<file path="src/rtl/cnn_pkg.sv">
// cnn_pkg
// Shared definitions for the CNN datapath blocks: the loader FSM state
// type, the default frame geometry and pixel width shared with the
// convolution engine, and a helper that sizes raster pointers.
package cnn_pkg;

  // Default frame geometry and pixel width, shared with the conv engine.
  localparam int IFMAP_HEIGHT_DEF = 6;
  localparam int IFMAP_WIDTH_DEF  = 6;
  localparam int DATA_WIDTH_DEF   = 8;

  // Loader FSM states.
  typedef enum logic [1:0] {
    IDLE    = 2'd0,
    LOAD    = 2'd1,
    FULL    = 2'd2,
    RELEASE = 2'd3
  } loader_state_t;

  // Pointer width for a dimension of n entries; never narrower than 1 bit
  // so that a 1-wide dimension still has a legal counter.
  function automatic int ptr_width(input int n);
    return (n > 1) ? $clog2(n) : 1;
  endfunction

endpackage

</file>
<file path="src/rtl/ifmap_wr_ptr.sv">
// ifmap_wr_ptr
// Raster-order row/column write pointer for the ifmap loader.
// Ports:
//   clk, reset_n   clock and asynchronous active-low reset
//   advance        step one position (column fastest, row on column wrap)
//   clear          resync the pointer to (0,0)
//   wrap_done      final pixel of the frame taken; return to (0,0)
//   row, col       current write position
module ifmap_wr_ptr
  import cnn_pkg::*;
#(
  parameter int HEIGHT = IFMAP_HEIGHT_DEF,
  parameter int WIDTH  = IFMAP_WIDTH_DEF,
  parameter int ROW_W  = ptr_width(HEIGHT),
  parameter int COL_W  = ptr_width(WIDTH)
) (
  input  logic             clk,
  input  logic             reset_n,
  input  logic             advance,
  input  logic             clear,
  input  logic             wrap_done,
  output logic [ROW_W-1:0] row,
  output logic [COL_W-1:0] col
);

  localparam logic [COL_W-1:0] COL_MAX = COL_W'(WIDTH - 1);

  // The end-of-frame return is driven by the owner through wrap_done, so
  // the counter never has to know the frame height to finish a frame;
  // clear has the same effect and takes priority over a plain advance.
  always_ff @(posedge clk or negedge reset_n) begin
    if (!reset_n) begin
      row <= '0;
      col <= '0;
    end else if (clear || wrap_done) begin
      row <= '0;
      col <= '0;
    end else if (advance) begin
      if (col == COL_MAX) begin
        col <= '0;
        row <= row + 1'b1;
      end else begin
        col <= col + 1'b1;
      end
    end
  end

endmodule

</file>
<file path="src/rtl/ifmap_loader.sv">
// ifmap_loader
// Streaming input-feature-map loader. Pixels arrive in raster order over a
// valid/ready stream and are assembled into a register array that feeds the
// convolution engine directly. The frame is held until the engine reports
// done, and the loader waits for that done to drop before re-arming.
// Ports:
//   clk, reset_n    clock and asynchronous active-low reset
//   s_valid/s_ready input stream handshake
//   s_data          pixel, row-major with column fastest
//   s_last          end-of-frame marker (checked only with the macro)
//   ifmap           assembled frame, registered
//   frame_valid     frame complete and stable (engine en)
//   frame_release   engine done_conv
//   frame_error     sticky framing error
// Configuration macro: IFMAP_LOADER_LAST_CHECK_EN enables s_last checking
// and frame_error; without it s_last is ignored and frame_error is 0.
module ifmap_loader
  import cnn_pkg::*;
#(
  parameter int IFMAP_HEIGHT = IFMAP_HEIGHT_DEF,
  parameter int IFMAP_WIDTH  = IFMAP_WIDTH_DEF,
  parameter int DATA_WIDTH   = DATA_WIDTH_DEF
) (
  input  logic                  clk,
  input  logic                  reset_n,
  input  logic                  s_valid,
  output logic                  s_ready,
  input  logic [DATA_WIDTH-1:0] s_data,
  input  logic                  s_last,
  output logic [0:IFMAP_HEIGHT-1][0:IFMAP_WIDTH-1][DATA_WIDTH-1:0] ifmap,
  output logic                  frame_valid,
  input  logic                  frame_release,
  output logic                  frame_error
);

  localparam int ROW_W = ptr_width(IFMAP_HEIGHT);
  localparam int COL_W = ptr_width(IFMAP_WIDTH);
  localparam logic [ROW_W-1:0] ROW_MAX = ROW_W'(IFMAP_HEIGHT - 1);
  localparam logic [COL_W-1:0] COL_MAX = COL_W'(IFMAP_WIDTH - 1);

  loader_state_t    state;
  logic [ROW_W-1:0] wr_row;
  logic [COL_W-1:0] wr_col;
  logic             handshake;
  logic             at_last;
  logic             frame_done;
  logic             resync;

  // Ready and valid come straight from the registered state, so nothing
  // on the input side can reach s_ready combinationally.
  assign s_ready     = (state == LOAD);
  assign frame_valid = (state == FULL);
  assign handshake   = s_valid && s_ready;
  assign at_last     = (wr_row == ROW_MAX) && (wr_col == COL_MAX);
  assign frame_done  = handshake && at_last;

`ifdef IFMAP_LOADER_LAST_CHECK_EN
  // An early s_last throws the partial frame away by resyncing the pointer;
  // a missing s_last on the final pixel is only flagged.
  assign resync = handshake && s_last && !at_last;

  always_ff @(posedge clk or negedge reset_n) begin
    if (!reset_n) begin
      frame_error <= 1'b0;
    end else if (resync || (frame_done && !s_last)) begin
      frame_error <= 1'b1;
    end
  end
`else
  logic unused_last;

  assign resync      = 1'b0;
  assign frame_error = 1'b0;
  assign unused_last = s_last;
`endif

  ifmap_wr_ptr #(
    .HEIGHT (IFMAP_HEIGHT),
    .WIDTH  (IFMAP_WIDTH),
    .ROW_W  (ROW_W),
    .COL_W  (COL_W)
  ) u_wr_ptr (
    .clk       (clk),
    .reset_n   (reset_n),
    .advance   (handshake),
    .clear     (resync),
    .wrap_done (frame_done),
    .row       (wr_row),
    .col       (wr_col)
  );

  // Frame storage: only accepted beats write, so the array is frozen
  // whenever the loader is not in LOAD. It is never cleared between frames
  // because the next complete frame overwrites every element.
  always_ff @(posedge clk or negedge reset_n) begin
    if (!reset_n) begin
      ifmap <= '0;
    end else if (handshake) begin
      ifmap[wr_row][wr_col] <= s_data;
    end
  end

  // Loader FSM. RELEASE waits for done_conv to drop so that a done which is
  // still high from the previous frame cannot release the next one.
  always_ff @(posedge clk or negedge reset_n) begin
    if (!reset_n) begin
      state <= IDLE;
    end else begin
      case (state)
        IDLE:    state <= LOAD;
        LOAD:    if (frame_done)     state <= FULL;
        FULL:    if (frame_release)  state <= RELEASE;
        RELEASE: if (!frame_release) state <= LOAD;
        default: state <= IDLE;
      endcase
    end
  end

endmodule

</file>
<file path="config.mk">
export PLATFORM = sky130hd
export DESIGN_NAME = ifmap_loader
export DESIGN_NICKNAME = d
export VERILOG_FILES = /design/src/rtl/cnn_pkg.sv /design/src/rtl/ifmap_wr_ptr.sv /design/src/rtl/ifmap_loader.sv
export SDC_FILE = /design/constraint.sdc
export NUM_CORES = 1
export LEC_CHECK = 0
export BUFFER_PORTS_ARGS = -buffer_cell sky130_fd_sc_hd__buf_2
export CORE_MARGIN = 3
export CORE_UTILIZATION = 53
export DETAILED_ROUTE_END_ITERATION = 10
export MAX_ROUTING_LAYER = met4
export PLACE_DENSITY = 0.8
export SYNTH_ARGS = -nofsm -noshare
export SYNTH_HDL_FRONTEND = slang
export SYNTH_SLANG_ARGS = --single-unit
</file>
<file path="constraint.sdc">
create_clock -name clk -period 2.8 [get_ports clk]
set_input_delay 0.56 -clock clk [delete_from_list [all_inputs] [get_ports clk]]
set_output_delay 0.56 -clock clk [all_outputs]
set_load 0.02 [all_outputs]
</file>
==> impl_metrics.csv <==
group,metric,value,unit
setup_path,critPathTopFamily,"simple AND/OR/NAND/NOR gates",
logic_synthesis,avgSynthCellArea,16.2,sq um
logic_synthesis,synth-simple-area-share,6.04,%
place,placed_cells,1263,
place,gp_congestion,0.814,
run,maxCapViolations,0,
logic_synthesis,synthCells,721,
place,io_buffers,301,
floorplanning,die_area,23900,sq um
route,num_vias,7224,
floorplanning,start_util,54.8,%
sta,fin_crit_sh,93.3,%
sta,drv_slew,0,
setup_path,cp_max_fo,15,
route,vias_per_cell,5.50,
grt,grt_pass1_wl,45.4,mm
sta,setup_viol,0,
finish,num_antenna_cells,0,
route,drtIter0Drc,278,
logic_synthesis,synth_fa_ha_area_share,0.535,%
setup_path,slowest_stage,"and3_1",
clocking,clkTransAtPathRegs,0.06,ns
clocking,cts_hold_buffers,0,
place,dp.final_hpwl,19.1,mm
sta,finClkSkew,0.0168,ns
grt,antenna_found_initial,0,
finish,final_common_cell,"buf_2",
floorplanning,die_y,155,um
logic_synthesis,yosysWarnings,0,
logic_synthesis,synth_top_family_by_area,"multiplexers",
grt,grt_max_degree,82,
route,drc,0,
clocking,clk_path_buf_depth,3,
logic_synthesis,synth_xor_area_share,0,%
place,place_area,13500,sq um
finish,final_cell_mix,"buf_2 (300), dfrtp_1 (296), mux2_2 (285), clkbuf_16 (29), nor3_4 (12)",
pwr,leakage,0.00795,uW
min_path,min_path_type,"input port to asynchronous set/reset pin",
finish,postLayoutCellArea,14500,sq um
clocking,cts.sinks,296,
clocking,clock-root-buffer,"clkbuf_16",
finish,layoutNonFillerInstCount,1314,
logic_synthesis,yosysSeqAreaShare,63.3,%
logic_synthesis,ys_types,41,
logic_synthesis,yosysTopAreaCellShare,63.3,%
clocking,h-tree-depth,1,
logic_synthesis,synth_top_area_cell,"dfrtp_1",
sta,hold_ws,-0.0317,ns
clocking,clk_latency,0.55,ns
grt,grt_use_total,24.9,%
logic_synthesis,ys_ff_latch,296,
floorplanning,row_count,53,
sta,rsz0062_at_grt,"no",
setup_path,cp.buffers_inverters,1,
logic_synthesis,netlist_area,11700,sq um
sta,max_freq,0.383,GHz
finish,drive_gt1_share,65.3,%
setup_path,crit_chain,"inv_1 > ha_1 > and3_1 > nand3_1 > mux2_2",
sta,hold_viol,11,
route,drt-wirelength-per-cell,22.2,um
route,drt_pass1_iterations,4,
clocking,postCtsSetupBuffers,0,
run_status,outcome,"finished with violations",
grt,grt_overflow_total,0,
setup_path,cp.arrival,3.03,ns
route,final_antenna_net_count,0,
finish,area.growth.synth_to_final,23.6,%
route,finalWirelength,29.2,mm
logic_synthesis,synth_area_leaders,"dfrtp_1 (63%), mux2_2 (27%), nor3_4 (1.7%), nand3_2 (0.86%), clkbuf_1 (0.83%)",
sta,setup_tns,0,ns
sta,period_needed,2.61,ns
setup_path,end_kind,"register",
pwr,ir_drop,658,uV
setup_path,startpoint_type,"register",
finish,fillerInstances,1508,
setup_path,critical_path_class,"register to register",
grt,first_global_vias,7710,
finish,nets,1037,
pwr,power.density,1040,nW/um^2
floorplanning,fp.dieW,155,um
setup_path,slowest_delay,0.69,ns
clocking,cts_resized,0,
sta,tightest_slew,0.923,ns
setup_path,cp.required,3.22,ns
clocking,cts_buffers,29,
sta,slew_headroom,38.5,%
logic_synthesis,syn_nets,739,
floorplanning,io_pins,304,
logic_synthesis,synthMuxAreaShare,27.9,%
clocking,cts_tree,"yes",
logic_synthesis,synth_compound_area_share,0.396,%
floorplanning,core-area,21400,sq um
run_status,violations,"hold timing",
==> metal layers <==
layer	vias to the layer above	routed length, um	track usage (%)
li1	3161	-	-
met1	3741	12400	32.7
met2	261	14200	40.0
met3	61	1640	4.50
met4	0	966	7.99
met5	-	0	-
==> registers in the layout, summed over array words and instances, names as in the netlist <==
name / count
ifmap: 288
u_wr_ptr.col: 3
u_wr_ptr.row: 3
state: 2
==> cell type report <==
cell class	instances	area [sq um]	share of cell area, %
tap	275	344	2.38
inverter	3	11.3	0.0779
sequential	296	7410	51.2
multi-input combinational	378	4080	28.2
timing repair buffer	311	1640	11.3
clock buffer	41	841	5.81
clock inverter	10	135	0.934
==> power breakdown <==
part | internal, uW | switching [uW] | total [uW] | leakage, uW
sequential | 5460 | 728 | 6180 | 0.00398
combinational | 1850 | 3000 | 4860 | 0.00349
clock | 2360 | 1590 | 3950 | 0.000480
==> cell families after synthesis <==
logic type      after synthesis
flops                       296
mux                         290
simple gates                 74
buf+inv                      47
compound gates                8
fa+ha+maj                     5
other cells                   1
==> final timing paths <==
kind / from / endpoint / slack (ns) / cells after the start
max reg2reg: state[1]$_DFFE_PN0P_ / ifmap[180]$_DFFE_PN0P_ / 0.19 / 5
max: state[1]$_DFFE_PN0P_ / ifmap[180]$_DFFE_PN0P_ / 0.19 / 5
min in group clk: s_valid / u_wr_ptr.col[0]$_DFFE_PN0P_ / 0.39 / 4
min: reset_n / ifmap[11]$_DFFE_PN0P_ / -0.03 / 1
max in group asynchronous: reset_n / ifmap[225]$_DFFE_PN0P_ / 1.97 / 2
min reg2reg: ifmap[63]$_DFFE_PN0P_ / ifmap[63]$_DFFE_PN0P_ / 0.48 / 1
==> cells in the mapped netlist (all sizes together) <==
cell type	count
dfrtp	296
mux2	289
clkbuf	26
nand3	19
buf	18
nor3	16
nand2	9
ha	5
o21ai	5
or4	5
nand3b	4
inv	3
nor2	3
nor3b	3
or3b	3
nand2b	2
nand4b	2
nor2b	2
nor4	2
and3	1
and3b	1
conb	1
mux2i	1
nor4b	1
o211ai	1
o22ai	1
o31ai	1
or3	1
==> per-stage QoR <==
stage | setup slack (ns) | util (%) | total power [uW]
floorplan | 0.620 | - | 9290
global placement | 0.263 | 63.2 | 11000
detailed placement | 0.179 | 63.2 | 11100
CTS | 0.175 | 67.7 | 15100
global route | 0.000151 | 67.7 | 15700
finish | 0.187 | 67.7 | 15000
Note: power is estimated with default switching activity, not from simulation.
